$ cat config.mk
export PLATFORM = sky130hd
export DESIGN_NAME = lc3_mem_arbiter
export DESIGN_NICKNAME = d
export VERILOG_FILES = /design/src/rtl/lc3_mem_pkg.sv /design/src/rtl/lc3_mem_wait_timer.sv /design/src/rtl/lc3_mem_arbiter.sv
export SDC_FILE = /design/constraint.sdc
export NUM_CORES = 1
export LEC_CHECK = 0
export CAP_MARGIN = 5
export CORE_MARGIN = 2
export CORE_UTILIZATION = 44
export DETAILED_ROUTE_END_ITERATION = 10
export PLACE_DENSITY = 0.89
export RECOVER_POWER = 25
export SYNTH_ARGS = -nofsm -noshare
export SYNTH_HDL_FRONTEND = slang
export SYNTH_SLANG_ARGS = --single-unit
$ cat constraint.sdc
create_clock -name clk -period 2.11 [get_ports clk]
set_input_delay 0.422 -clock clk [delete_from_list [all_inputs] [get_ports clk]]
set_output_delay 0.422 -clock clk [all_outputs]
set_load 0.02 [all_outputs]
$ cat src/rtl/lc3_mem_pkg.sv
// Shared types for the LC3 unified-memory arbiter.
package lc3_mem_pkg;

  localparam int WORD_W = 16;

  // Arbiter sequencing: choose a port, wait on memory, report completion.
  typedef enum logic [1:0] {
    IDLE = 2'd0,
    BUSY = 2'd1,
    RESP = 2'd2
  } arb_state_t;

  // Which core channel owns the current memory transaction.
  typedef enum logic {
    PORT_INSTR = 1'b0,
    PORT_DATA  = 1'b1
  } mem_port_t;

endpackage

$ cat src/rtl/lc3_mem_wait_timer.sv
// Counts cycles spent waiting on memory and flags the abort point.
// The count clears whenever run is low, so every transaction starts at 0.
module lc3_mem_wait_timer #(
  parameter int TIMEOUT = 64
) (
  input  logic clk,
  input  logic rst,
  input  logic run,
  output logic expire
);

  localparam int CW = (TIMEOUT < 2) ? 1 : $clog2(TIMEOUT);
  localparam logic [CW-1:0] LAST = CW'(TIMEOUT - 1);

  logic [CW-1:0] wait_cnt;

  // Count BUSY cycles; hold at the last value instead of wrapping.
  always_ff @(posedge clk) begin
    if (rst || !run) begin
      wait_cnt <= '0;
    end else if (wait_cnt != LAST) begin
      wait_cnt <= wait_cnt + 1'b1;
    end
  end

  assign expire = run && (wait_cnt == LAST);

endmodule

$ cat src/rtl/lc3_mem_arbiter.sv
// Shares one memory port between the LC3 fetch and data channels.
// Data has priority; a fetch that has watched STARVE_LIMIT data grants go by
// is forced through next. Transactions never acknowledged within TIMEOUT
// BUSY cycles are aborted and reported with mem_err.
//
// Handshake: instr_req/data_req are levels held until the matching one-cycle
// complete_* pulse; the requester drops req no later than the cycle after.
// mem_req stays high for the whole BUSY window and memory answers with a
// single-cycle mem_ack carrying mem_dout.
module lc3_mem_arbiter
  import lc3_mem_pkg::*;
#(
  parameter int STARVE_LIMIT = 3,
  parameter int TIMEOUT      = 64
) (
  input  logic              clk,
  input  logic              rst,
  input  logic              instr_req,
  input  logic [WORD_W-1:0] instr_addr,
  output logic              complete_instr,
  output logic [WORD_W-1:0] Instr_dout,
  input  logic              data_req,
  input  logic              data_rd,
  input  logic [WORD_W-1:0] data_addr,
  input  logic [WORD_W-1:0] data_din,
  output logic              complete_data,
  output logic [WORD_W-1:0] Data_dout,
  output logic              mem_req,
  output logic              mem_rd,
  output logic [WORD_W-1:0] mem_addr,
  output logic [WORD_W-1:0] mem_din,
  input  logic [WORD_W-1:0] mem_dout,
  input  logic              mem_ack,
  output logic              mem_err
);

  localparam int SW = (STARVE_LIMIT < 1) ? 1 : $clog2(STARVE_LIMIT + 1);
  localparam logic [SW-1:0] STARVE_MAX = SW'(STARVE_LIMIT);

  arb_state_t    state;
  mem_port_t     grant_port;
  logic [SW-1:0] starve_cnt;
  logic          timer_run;
  logic          timer_expire;

  assign timer_run = (state == BUSY);

  lc3_mem_wait_timer #(
    .TIMEOUT(TIMEOUT)
  ) u_wait_timer (
    .clk   (clk),
    .rst   (rst),
    .run   (timer_run),
    .expire(timer_expire)
  );

  // Arbitration FSM with all datapath latches and registered outputs.
  always_ff @(posedge clk) begin
    if (rst) begin
      state          <= IDLE;
      grant_port     <= PORT_INSTR;
      starve_cnt     <= '0;
      complete_instr <= 1'b0;
      complete_data  <= 1'b0;
      mem_err        <= 1'b0;
      mem_req        <= 1'b0;
      mem_rd         <= 1'b0;
      mem_addr       <= '0;
      mem_din        <= '0;
      Instr_dout     <= '0;
      Data_dout      <= '0;
    end else begin
      complete_instr <= 1'b0;
      complete_data  <= 1'b0;
      mem_err        <= 1'b0;

      case (state)
        IDLE: begin
          if (instr_req && (!data_req || starve_cnt == STARVE_MAX)) begin
            // Fetch wins: either alone, or the starvation guard has tripped.
            grant_port <= PORT_INSTR;
            mem_rd     <= 1'b1;
            mem_addr   <= instr_addr;
            mem_din    <= '0;
            mem_req    <= 1'b1;
            starve_cnt <= '0;
            state      <= BUSY;
          end else if (data_req) begin
            grant_port <= PORT_DATA;
            mem_rd     <= data_rd;
            mem_addr   <= data_addr;
            mem_din    <= data_din;
            mem_req    <= 1'b1;
            state      <= BUSY;
            // Only data grants that overtake a waiting fetch count.
            if (!instr_req) begin
              starve_cnt <= '0;
            end else if (starve_cnt != STARVE_MAX) begin
              starve_cnt <= starve_cnt + 1'b1;
            end
          end else begin
            starve_cnt <= '0;
          end
        end

        BUSY: begin
          if (mem_ack) begin
            // An ack on the final wait cycle still counts as success.
            if (mem_rd) begin
              if (grant_port == PORT_DATA) Data_dout  <= mem_dout;
              else                         Instr_dout <= mem_dout;
            end
            mem_req <= 1'b0;
            if (grant_port == PORT_DATA) complete_data  <= 1'b1;
            else                         complete_instr <= 1'b1;
            state <= RESP;
          end else if (timer_expire) begin
            // Abort: a failed read returns zero so stale data is not reused.
            if (mem_rd) begin
              if (grant_port == PORT_DATA) Data_dout  <= '0;
              else                         Instr_dout <= '0;
            end
            mem_req <= 1'b0;
            mem_err <= 1'b1;
            if (grant_port == PORT_DATA) complete_data  <= 1'b1;
            else                         complete_instr <= 1'b1;
            state <= RESP;
          end
        end

        RESP: begin
          state <= IDLE;
        end

        default: begin
          state   <= IDLE;
          mem_req <= 1'b0;
        end
      endcase
    end
  end

endmodule

== Word level (Yosys, flattened, before mapping) ==
Index checks and enable logic that the tools add are counted.

* Word-level logic and storage cells: 86
* Output and inout bits: 69
* Bits of input ports: 70
* Bits in registers: 80

* Multiplexer cells: 40
* Reduce and logical (&&, ||, !) cells: 17
* Add/subtract/negate cells: 2
* Bitwise logic cells: 3
* Eq/ne operators: 11

{| class="wikitable"
|+ Operators by type and width
! kind !! count
|-
| $mux 16 || 16
|-
| $mux 2 || 8
|-
| $mux 1 || 14
|-
| $reduce_and 5->1 || 2
|-
| $add 6x1->6 const B || 1
|-
| $eq 6x6->1 const B || 1
|-
| $ne 2x2->1 const B || 3
|-
| $ne 3x3->1 const B || 2
|-
| $ne 6x6->1 const B || 1
|-
| $reduce_and 2->1 || 3
|-
| $eq 2x2->1 const B || 2
|-
| $ne 4x2->1 const B || 1
|-
| $pmux 2 s2 || 1
|-
| $reduce_bool 2->1 || 2
|-
| $not 1->1 || 3
|-
| $pmux 1 s3 || 1
|-
| $reduce_and 3->1 || 1
|-
| $reduce_or 3->1 || 1
|-
| $add 2x1->2 const B || 1
|-
| $eq 2x1->1 const B || 1
|-
| $logic_and 1x1->1 || 2
|-
| $logic_not 1->1 || 2
|-
| $logic_not 2->1 || 1
|-
| $logic_or 1x1->1 || 2
|-
| $reduce_or 2->1 || 1
|}

== Logic depth before layout (Yosys ltp) ==
* Word-level depth: 5
* Gate-level depth with buffers: 6
* Gate-level depth less buffers: 4

== Modules after synthesis ==
From an unflattened synthesis, not the netlist that was laid out.

* Cell total of the unflattened synthesis: 329
* Area, all modules: 3,308.2 µm²

{| class="wikitable"
|+ Modules (own cells, without submodules)
! module !! times used !! area an instance (µm²) !! cells each
|-
| lc3_mem_arbiter || 1 || 3,027.9 || 299
|-
| lc3_mem_wait_timer || 1 || 280.3 || 30
|}

== Least setup slack after synthesis ==
OpenSTA, ideal clock, no wires.

* Path kind: register to register
* Start: reg starve_cnt[0]
* End: reg mem_addr[10]
* Arrival: 1.439 ns
* Period minus slack after synthesis: 1.530 ns
* Path slack: 0.580 ns
* Stages on the path, launching flop included: 7
* Cells stage by stage: dfxtp_1 -> ha_1 -> nand2b_1 -> buf_2 -> clkbuf_1 -> nand3_1 -> a311oi_1

* Cells in the longest elaborated chain, start to end: 5

{| class="wikitable"
|+ Ends and longest elaborated chain
! item !! line !! source
|-
| start: declaration || lc3_mem_arbiter.sv:42 || <nowiki>logic [SW-1:0] starve_cnt;</nowiki>
|-
| start signal: assignment || lc3_mem_arbiter.sv:99 || <nowiki>starve_cnt <= starve_cnt + 1'b1;</nowiki>
|-
| $eq 2x2->1 * || lc3_mem_arbiter.sv:79 || <nowiki>if (instr_req && (!data_req || starve_cnt == STARVE_MAX)) begin</nowiki>
|-
| $logic_or 1x1->1 * || lc3_mem_arbiter.sv:79 ||
|-
| $logic_and 1x1->1 * || lc3_mem_arbiter.sv:79 ||
|-
| $reduce_bool 2->1 (no source line) || n/a ||
|-
| $reduce_and 2->1 (no source line) || n/a ||
|-
| end signal: assignment || lc3_mem_arbiter.sv:83 || <nowiki>mem_addr <= instr_addr;</nowiki>
|-
| end signal: assignment || lc3_mem_arbiter.sv:91 || <nowiki>mem_addr <= data_addr;</nowiki>
|-
| end: declaration || lc3_mem_arbiter.sv:30 || <nowiki>output logic [WORD_W-1:0] mem_addr,</nowiki>
|}

Every way passes the cells marked *; elsewhere a longest branch is shown, timed or not.
A chain may end at the register's enable or synchronous reset.

== Final worst setup path ==
* Start: reg u_wait_timer.wait_cnt[0]
* End: reg Instr_dout[14]

* Cells in the longest elaborated chain, start to end: 4

{| class="wikitable"
|+ Ends and longest elaborated chain
! item !! line !! source
|-
| start: declaration || lc3_mem_wait_timer.sv:15 || <nowiki>logic [CW-1:0] wait_cnt;</nowiki>
|-
| start signal: assignment || lc3_mem_wait_timer.sv:22 || <nowiki>wait_cnt <= wait_cnt + 1'b1;</nowiki>
|-
| $eq 6x6->1 * || lc3_mem_wait_timer.sv:26 || <nowiki>assign expire = run && (wait_cnt == LAST);</nowiki>
|-
| $logic_and 1x1->1 * || lc3_mem_wait_timer.sv:26 ||
|-
| $ne 2x2->1 (no source line) or $reduce_bool 2->1 (tied branches) || n/a ||
|-
| $reduce_and 5->1 (no source line) * || n/a ||
|-
| end signal: assignment || lc3_mem_arbiter.sv:111 || <nowiki>else Instr_dout <= mem_dout;</nowiki>
|-
| end: declaration || lc3_mem_arbiter.sv:21 || <nowiki>output logic [WORD_W-1:0] Instr_dout,</nowiki>
|}

Marked as above.

==> impl_metrics.json <==
{
  "h-tree-depth": 3,
  "yosysUniqueCellTypes": 40,
  "synth_area_um2": 3720,
  "area_growth_pct": 44.8,
  "hold_viol_final": 0,
  "grt_usage_pct": 22.3,
  "antenna_found_initial": 0,
  "die_area_um2": 9200,
  "coreArea_um2": 8220,
  "slew_viol_final": 0,
  "min_from": "rst",
  "crit_type": "register to register",
  "grt_max_degree": 50,
  "firstDrtPassIters": 4,
  "crit_slowest_cell": "clkbuf_2",
  "finalPower_mw": 3.45,
  "clk_pin_slew_worst_paths_ns": 0.08,
  "chipWidth_um": 95.9,
  "cts_resized": 0,
  "reg2reg_to": "Instr_dout[14]$_SDFFE_PP0P_",
  "clock_latency_ns": 0.34,
  "drt_iter0_markers": 157,
  "cap_violations": 0,
  "holdPathEnd": "mem_addr[0]$_SDFFE_PP0P_",
  "yosys.area.top_type_share_pct": 43.1,
  "regToRegStartpoint": "u_wait_timer.wait_cnt[0]$_SDFFE_PP0P_",
  "power.leakage_nw": 2.33,
  "finalNonFillerCells": 645,
  "worst_slew_pin_slew_ns": 0.692,
  "cp_max_fo": 32,
  "nets": 607,
  "max-vdd-ir-drop_mv": 0.340,
  "hold_buffers": 0,
  "syn_inst": 403,
  "ant_nets": 0,
  "multiInputGateArea_um2": 1940,
  "whs_path_depth": 2,
  "io_pins": 139,
  "num_rows": 33,
  "routabilityCongestion": 0.771,
  "ys_seq_area_share_pct": 43.1,
  "floorplan.initialDensity_pct": 45.2,
  "num_vias": 3608,
  "synth-main-ff-cell": "dfxtp_1",
  "numCtsBuffers": 9,
  "clock_sinks": 80,
  "r2r_setup_slack_ns": 0.31,
  "setup_violations": 0,
  "post_dp_cell_area_um2": 5230,
  "antennaDiodeCount": 0,
  "grt.overflow.total": 0,
  "slew_headroom_pct": 53.8,
  "cp_slowest_stage_delay_ns": 0.45,
  "placedCellCount": 629,
  "synth_nets": 475,
  "rsz0062_at_grt": "no",
  "yosysWarnings": 0,
  "design_area_um2": 5380,
  "crit_chain": "ha_1 > nand4_1 > clkbuf_2 > o211ai_1 > nand2_1",
  "fin_crit_sh_pct": 85.4,
  "ys_seq_elements": 80,
  "final-seq-area_um2": 1600,
  "cp.arrival_ns": 2.04,
  "ys_top_cells_by_area": "dfxtp_1, mux2i_1, o211ai_1",
  "vias_per_cell": 5.59,
  "grt_first_pass_wirelength_mm": 16.2,
  "grt_pass1_vias": 3500,
  "finClkSkew_ns": 0.00658,
  "tns_ns": 0,
  "period_minus_slack_ns": 1.80,
  "power_density_nw_per_um2": 641,
  "cts.root.buffer_cell": "clkbuf_8",
  "cp-end-kind": "register",
  "fmax_mhz": 555,
  "wirelength_mm": 10.4,
  "drc_errors": 0,
  "cts_setup_buffers": 0,
  "hpwlAfterDp_mm": 7.40,
  "async_flop_share_pct": 0,
  "fill_cells": 651,
  "cts_buffer_depth": 2,
  "whs_ns": 0.437,
  "wire_per_inst_um": 16.1,
  "crit_path_start_kind": "register",
  "synth-edff-count": 0,
  "status": "finished clean",
  "drive_above_1_share_pct": 8.89,
  "die_h_um": 95.9,
  "yosys.area.top_type": "dfxtp_1",
  "crit_required_ns": 2.35,
  "reg2reg_depth": 5,
  "avgSynthCellArea_um2": 9.22,
  "cts_tree": "yes",
  "min_path_type": "input pin to register",
  "port_buffers": 138
}
-- report_power, final --
part | internal [mW] | leakage [nW] | switching, mW
clock | 0.421 | 0.0858 | 0.546
combinational | 0.414 | 1.59 | 0.384
sequential | 1.61 | 0.654 | 0.0715
total | 2.45 | 2.33 | 1.00
-- cells in the mapped netlist (all sizes together), types with 2 or more instances --
cell / instances
dfxtp: 80
nand2: 36
nor2b: 33
mux2i: 32
o211ai: 32
a21oi: 27
clkbuf: 23
o21ai: 19
nand3: 18
a311oi: 17
a22o: 16
and3b: 16
buf: 15
nor2: 7
nor3: 5
a211oi: 3
a2111oi: 2
ha: 2
inv: 2
nand4: 2
nor3b: 2
or2: 2
-- worst max-delay path, delay by kind of cell (launching register included) --
family                   cells  cell delay (ns)
adder cells (fa/ha/maj)      1             0.27
AO/OA/AOI/OAI                1             0.33
flip-flops                   1             0.38
AND/OR/NAND/NOR              2             0.26
buffers and inverters        1             0.45
-- logic make-up after synthesis --
kind of cell	count (synthesis)	share of synthesized area [%]
flip-flops	80	43.1
AO/OA/AOI/OAI	119	22.9
multiplexers	32	8.62
AND/OR/NAND/NOR	128	19.5
XOR/XNOR	2	0.471
adder cells (fa/ha/maj)	2	0.673
buffers and inverters	40	4.81
-- per-layer routing --
layer | share of wire, % | vias up | global-route usage, % | wire length, µm
met5 | 0 | - | 0 | 0
met2 | 50 | 156 | 39.3 | 5220
met4 | 1.1 | 0 | 7.14 | 112
met3 | 8.4 | 9 | 5.56 | 872
li1 | - | 1758 | - | -
met1 | 40 | 1685 | 26.6 | 4200
-- worst max path at each step --
| stage | startpoint | slack, ns | endpoint |
|---|---|---|---|
| floorplan | starve_cnt[0]$_SDFFE_PP0P_ | 0.58 | mem_addr[10]$_SDFFE_PP0P_ |
| global placement | instr_req | 0.14 | grant_port$_SDFFE_PP0P_ |
| detailed placement | instr_req | 0.07 | mem_addr[11]$_SDFFE_PP0P_ |
| CTS | mem_rd$_SDFFE_PP0P_ | 0.31 | mem_rd |
| global route | u_wait_timer.wait_cnt[0]$_SDFFE_PP0P_ | 0.13 | Data_dout[5]$_SDFFE_PP0P_ |
| finish | u_wait_timer.wait_cnt[0]$_SDFFE_PP0P_ | 0.31 | Instr_dout[14]$_SDFFE_PP0P_ |
-- cell usage in the layout, fill, tap and decap left out, types with 3 or more instances in the layout --
cell,Yosys,final
o211ai_1,32,32
a21oi_1,27,27
clkdlybuf4s50_1,0,137
nand2_1,36,36
a211oi_1,3,3
a311oi_1,17,17
nor3_1,5,5
buf_4,0,18
clkinv_2,0,4
mux2i_1,32,32
a22o_2,8,8
dfxtp_1,80,80
nor2_1,6,5
nor2b_1,33,33
nand3_1,18,18
o21ai_0,19,19
clkbuf_8,0,9
and3b_1,16,16
a22o_1,8,8
-- layout make-up --
cell class              instances  share of cell area (%)
clock buffers                  10                    2.37
clock inverters                 6                   0.674
inverters                       2                   0.139
multi-input cells             283                    36.0
flip-flops and latches         80                    29.7
well taps                     105                    2.44
repair buffers                159                    28.6
-- through the flow --
stage          utilization (%)  setup WS (ns)
4_1_cts                   65.6          0.308
6_report                  65.5          0.307
3_3_place_gp              63.6          0.143
2_1_floorplan                -          0.580
5_1_grt                   65.5          0.127
3_5_place_dp              63.6         0.0700
-- flip-flops by register name, indices dropped and copies added (netlist names) --
| register | count |
|---|---|
| Data_dout | 16 |
| Instr_dout | 16 |
| mem_addr | 16 |
| mem_din | 16 |
| u_wait_timer.wait_cnt | 6 |
| starve_cnt | 2 |
| state | 2 |
| complete_data | 1 |
| complete_instr | 1 |
| grant_port | 1 |
| mem_err | 1 |
| mem_rd | 1 |
| mem_req | 1 |
Power figures use the tool's default switching activity.
